--- src/rtl/of_action_queue.sv ---
// of_action_queue: FWFT queue of matcher lookup results feeding the action processor.
// A miss substitutes MISS_CTRL with zero data. Saturating hit, miss and drop counters.
// Ports:
//   clk, reset                        clock, synchronous active-high reset
//   action_data_bus/ctrl_bus          lookup result from the matcher
//   action_valid, action_hit          result strobe and its hit/miss qualifier
//   out_data/out_ctrl/out_hit/out_vld head entry, registered
//   out_rd                            pop head (ignored while out_vld = 0)
//   depth_used, full                  occupancy
//   cnt_clr                           clear all counters
//   hit_cnt, miss_cnt, drop_cnt       statistics counters
`ifndef OF_ACTION_DATA_WIDTH
`define OF_ACTION_DATA_WIDTH 64
`endif
`ifndef OF_ACTION_CTRL_WIDTH
`define OF_ACTION_CTRL_WIDTH 8
`endif

module of_action_queue #(
    parameter int unsigned DATA_WIDTH = `OF_ACTION_DATA_WIDTH,
    parameter int unsigned CTRL_WIDTH = `OF_ACTION_CTRL_WIDTH,
    parameter int unsigned DEPTH      = 4,
    parameter logic [CTRL_WIDTH-1:0] MISS_CTRL = '0,
    parameter int unsigned CNT_WIDTH  = 32
) (
    input  logic                     clk,
    input  logic                     reset,
    input  logic [DATA_WIDTH-1:0]    action_data_bus,
    input  logic [CTRL_WIDTH-1:0]    action_ctrl_bus,
    input  logic                     action_valid,
    input  logic                     action_hit,
    output logic [DATA_WIDTH-1:0]    out_data,
    output logic [CTRL_WIDTH-1:0]    out_ctrl,
    output logic                     out_hit,
    output logic                     out_vld,
    input  logic                     out_rd,
    output logic [$clog2(DEPTH):0]   depth_used,
    output logic                     full,
    input  logic                     cnt_clr,
    output logic [CNT_WIDTH-1:0]     hit_cnt,
    output logic [CNT_WIDTH-1:0]     miss_cnt,
    output logic [CNT_WIDTH-1:0]     drop_cnt
);

    localparam int unsigned PTR_W = $clog2(DEPTH);
    localparam int unsigned DU_W  = PTR_W + 1;
    localparam logic [DU_W-1:0] DEPTH_DU = DU_W'(DEPTH);

    logic [DATA_WIDTH-1:0] mem_data [DEPTH];
    logic [CTRL_WIDTH-1:0] mem_ctrl [DEPTH];
    logic                  mem_hit  [DEPTH];

    logic [PTR_W-1:0]      rd_ptr, wr_ptr, rd_ptr_nxt, wr_ptr_nxt;
    logic [DU_W-1:0]       depth_nxt;
    logic                  pop, accept, drop;
    logic [DATA_WIDTH-1:0] wr_data, head_data_nxt;
    logic [CTRL_WIDTH-1:0] wr_ctrl, head_ctrl_nxt;
    logic                  wr_hit, head_hit_nxt;
    logic [CNT_WIDTH-1:0]  hit_cnt_nxt, miss_cnt_nxt, drop_cnt_nxt;

    // Next-state: handshake, pointers, occupancy, next head and counters
    always_comb begin
        pop           = out_rd && out_vld;
        accept        = action_valid && (!full || pop);
        drop          = action_valid && full && !pop;
        wr_data       = action_hit ? action_data_bus : '0;
        wr_ctrl       = action_hit ? action_ctrl_bus : MISS_CTRL;
        wr_hit        = action_hit;
        rd_ptr_nxt    = rd_ptr + PTR_W'(pop);
        wr_ptr_nxt    = wr_ptr + PTR_W'(accept);
        depth_nxt     = depth_used + DU_W'(accept) - DU_W'(pop);
        head_data_nxt = '0;
        head_ctrl_nxt = '0;
        head_hit_nxt  = 1'b0;
        hit_cnt_nxt   = hit_cnt;
        miss_cnt_nxt  = miss_cnt;
        drop_cnt_nxt  = drop_cnt;

        // The entry being written this cycle becomes head only when it lands at rd_ptr_nxt
        if (depth_nxt != '0) begin
            if (accept && (wr_ptr == rd_ptr_nxt)) begin
                head_data_nxt = wr_data;
                head_ctrl_nxt = wr_ctrl;
                head_hit_nxt  = wr_hit;
            end else begin
                head_data_nxt = mem_data[rd_ptr_nxt];
                head_ctrl_nxt = mem_ctrl[rd_ptr_nxt];
                head_hit_nxt  = mem_hit[rd_ptr_nxt];
            end
        end

        // Clear wins over increment; increments saturate at all-ones
        if (cnt_clr) begin
            hit_cnt_nxt  = '0;
            miss_cnt_nxt = '0;
            drop_cnt_nxt = '0;
        end else begin
            if (accept && action_hit && (hit_cnt != '1))
                hit_cnt_nxt = hit_cnt + CNT_WIDTH'(1);
            if (accept && !action_hit && (miss_cnt != '1))
                miss_cnt_nxt = miss_cnt + CNT_WIDTH'(1);
            if (drop && (drop_cnt != '1))
                drop_cnt_nxt = drop_cnt + CNT_WIDTH'(1);
        end
    end

    // Control, head and counter registers
    always_ff @(posedge clk) begin
        if (reset) begin
            rd_ptr     <= '0;
            wr_ptr     <= '0;
            depth_used <= '0;
            full       <= 1'b0;
            out_vld    <= 1'b0;
            out_data   <= '0;
            out_ctrl   <= '0;
            out_hit    <= 1'b0;
            hit_cnt    <= '0;
            miss_cnt   <= '0;
            drop_cnt   <= '0;
        end else begin
            rd_ptr     <= rd_ptr_nxt;
            wr_ptr     <= wr_ptr_nxt;
            depth_used <= depth_nxt;
            full       <= (depth_nxt == DEPTH_DU);
            out_vld    <= (depth_nxt != '0);
            out_data   <= head_data_nxt;
            out_ctrl   <= head_ctrl_nxt;
            out_hit    <= head_hit_nxt;
            hit_cnt    <= hit_cnt_nxt;
            miss_cnt   <= miss_cnt_nxt;
            drop_cnt   <= drop_cnt_nxt;
        end
    end

    // Entry storage; contents need no reset since occupancy gates visibility
    always_ff @(posedge clk) begin
        if (accept) begin
            mem_data[wr_ptr] <= wr_data;
            mem_ctrl[wr_ptr] <= wr_ctrl;
            mem_hit[wr_ptr]  <= wr_hit;
        end
    end

endmodule

--- config.mk ---
export PLATFORM = sky130hd
export DESIGN_NAME = of_action_queue
export DESIGN_NICKNAME = d
export VERILOG_FILES = /design/src/rtl/of_action_queue.sv
export SDC_FILE = /design/constraint.sdc
export NUM_CORES = 1
export LEC_CHECK = 0
export BUFFER_PORTS_ARGS = -buffer_cell sky130_fd_sc_hd__buf_2
export CORE_AREA = 2 2 236 238
export CTS_CLUSTER_SIZE = 16
export DETAILED_ROUTE_END_ITERATION = 8
export DIE_AREA = 0 0 238 240
export SLEW_MARGIN = 10
export SYNTH_ARGS = -nofsm -noshare
export SYNTH_HDL_FRONTEND = slang
export SYNTH_SLANG_ARGS = --single-unit
--- constraint.sdc ---
create_clock -name clk -period 8.9 [get_ports clk]
set_input_delay 1.78 -clock clk [delete_from_list [all_inputs] [get_ports clk]]
set_output_delay 1.78 -clock clk [all_outputs]
set_load 0.02 [all_outputs]
==> results.ini <==
[layout]
stdcell_area_mm2 = 0.02265
fillers = 5093
drive_gt1_frac = 0.2579
area.sequential_mm2 = 0.01233
final_cell_mix = 292 x edfxtp_1, 251 x buf_2, 210 x nand2_1, 178 x dfxtp_1, 136 x a21oi_1
n_antenna_cell = 0
layout_commonest_cell = edfxtp_1
areaGrowthSynthToFinish_pct = 19.89
multi_input_comb_area_mm2 = 0.006232
nNetsFinal = 1760

[yosys]
ys_warn_count = 0
synth_edf_count = 292
synth_cell_type_count = 59
synth_area_mm2 = 0.01889
synth_seq_area_share = 0.6528
synth_ff_type = edfxtp_1
synthCells = 1430
synth_seq_cells = 470
synth_nets = 1516
synthArstFlopShare = 0
syn_avg_cell_area_um2 = 13.21

[power]
p_comb_frac = 0.252
ir_worst_vdd_mv = 0.2186
p_int_mw = 4.557
p_leak_nw = 7.989
power.switching_mw = 2.014
power_frac_clock = 0.334
power_density_mw_per_mm2 = 290.2
swShare = 0.3065
power_frac_seq = 0.415

[run]
cap_violations = 0

[placement]
io_buffers = 251
dpl.hpwl_um = 28970
finalWeightedCongestion = 0.8233
dpl_cell_area_mm2 = 0.02087

[routing]
drc = 0
post_drt_wl_per_cell_um = 19.61
drtIter0Drc = 679
dr.pass1.iters = 5
vias = 12670
wl_um = 47500
via_per_inst = 5.231
ant_nets = 0

[global_routing]
grt_pass1_wl_um = 72630
grt.overflow.total = 0
gr-usage-all-layers = 0.1640
antenna_found_initial = 0
grt_max_degree = 82
grt_pass1_vias = 12570

[floorplan]
pin_count = 252
die_area_mm2 = 0.05712
die_h_um = 240
rows = 86
initial_utilization = 0.3456
core-area_mm2 = 0.05466
die-width_um = 238

[cts]
cts_tree = built
htreeDepth = 2
cts_setup_buffers = 0
cts_hold_buf = 0
cts.repair.resized = 0
cts_buffers = 52
clkLatencyLatePin_ns = 0.61
clkTransAtPathRegs_ns = 0.06
clock_path_buffers = 3
root_buffer = clkbuf_16
clock_sinks = 470

[worst_hold_path]
holdPathEnd = hit_cnt[21]
hp-start = hit_cnt[21]
hold_depth = 2
hold_path_class = reg2reg

[setup_path]
worstPathArrival_ns = 5.01
crit_fanout = 52
required_ns = 9.35
worst-setup-path-type = in2reg
startpoint_type = input pin
r2r_setup_slack_ns = 5.15
r2r-start = full
cp-end-kind = register
reg2regPathDepth = 13
timing.rr.end = out_data[8]

[timing]
hold_violations = 0
fmax_ghz = 0.2193
fin_skew_ns = 0.02621
tightest_slew_ns = 1.007
fin_crit_sh = 0.5125
relSlewSlack = 0.3268
slew_violations = 0
finalSetupTns_ns = 0
setup_viol = 0
period_needed_ns = 4.561
rsz0062_at_grt = false

[run_status]
status = finished clean

state kept, by name (all words and copies together) (netlist names), 2 cells and up:
name	cells
mem_data	256
out_data	64
drop_cnt	32
hit_cnt	32
mem_ctrl	32
miss_cnt	32
out_ctrl	8
mem_hit	4
depth_used	3
rd_ptr	2
wr_ptr	2
power by group through the flow:
stage | sequential, mW | combinational [mW] | clock, mW
floorplan | 2.91 | 1.03 | 0
global placement | 2.76 | 1.69 | 0
detailed placement | 2.77 | 1.71 | 0
CTS | 2.73 | 1.71 | 2.25
global route | 2.75 | 1.83 | 2.34
finish | 2.72 | 1.65 | 2.19
Yosys cell counts, drive strengths merged, types with 11 or more instances:
library cell | count | area, um2
edfxtp | 292 | 8768
nand2 | 210 | 788.3
dfxtp | 178 | 3563
a21oi | 136 | 680.7
and2 | 84 | 525.5
mux4 | 73 | 1644
clkbuf | 58 | 217.7
or3 | 37 | 231.5
or4 | 37 | 281.5
nand3 | 33 | 165.2
o21ai | 33 | 168.9
nand4 | 31 | 206.4
o31ai | 30 | 239.0
nor2 | 29 | 108.9
inv | 18 | 67.56
buf | 17 | 110.1
and4 | 16 | 140.1
and3 | 12 | 75.07
nor4 | 12 | 75.07
mux2i | 11 | 110.1
critical path, stage by stage:
cell and delay, ns:
buf_2 0.11, a21bo_2 0.25, nand2_1 0.20, ha_1 0.27
inv_1 0.06, ha_1 0.13, inv_1 0.04, fa_1 0.37
xor2_1 0.17, xnor2_1 0.13, nor2_1 0.10, nor2_4 0.57
buf_4 0.70, a21oi_1 0.12
per-stage QoR:
stage | cells | worst slack [ns] | hold WS (ns) | total power, mW | util
3_5_place_dp | 2324 | 3.605 | 0.4807 | 4.479 | 0.3819
3_3_place_gp | 2324 | 3.653 | 0.4704 | 4.449 | 0.3819
2_1_floorplan | 1430 | 0.9061 | 0.5452 | 3.941 | -
4_1_cts | 2422 | 4.276 | 0.4930 | 6.691 | 0.4143
6_report | 2422 | 4.339 | 0.4921 | 6.571 | 0.4143
5_1_grt | 2422 | 4.052 | 0.5163 | 6.916 | 0.4143
cells by family after synthesis:
| logic type | after synthesis | synth area share |
|---|---|---|
| and+or+nand+nor | 530 | 0.1486 |
| DFF | 470 | 0.6528 |
| AOI/OAI and AO/OA | 231 | 0.07260 |
| buffers and inverters | 93 | 0.02093 |
| muxes | 84 | 0.09287 |
| xor gates and xnor gates | 14 | 0.006491 |
| adders and majority gates | 8 | 0.005696 |
final cells by class:
type	instances	share of cell area
Clock inverter	29	0.01536
Clock buffer	69	0.06293
Tap cell	704	0.03890
Sequential cell	470	0.5445
Inverter	18	0.002983
Multi-Input combinational cell	867	0.2752
Timing Repair Buffer	265	0.06011
layer usage:
metal	share of wire	vias up	global-route usage
met2	0.49	288	0.2780
met5	0	-	0
li1	-	5907	-
met3	0.052	84	0.03444
met4	0.035	0	0.06667
met1	0.42	6390	0.2048
worst max-delay path by stage:
stage                     depth (start not counted)        endpoint  startpoint  slack, ns
after floorplan                                   3  mem_ctrl[1][0]      out_rd       0.91
after detailed placement                         14     out_data[8]      out_rd       3.61
final                                            14     out_data[8]      out_rd       4.34
after global placement                           14    out_data[52]      out_rd       3.65
after CTS                                        14     out_data[8]      out_rd       4.28
after global routing                             14     out_data[8]      out_rd       4.05
Note: power is estimated with default switching activity, not from simulation.
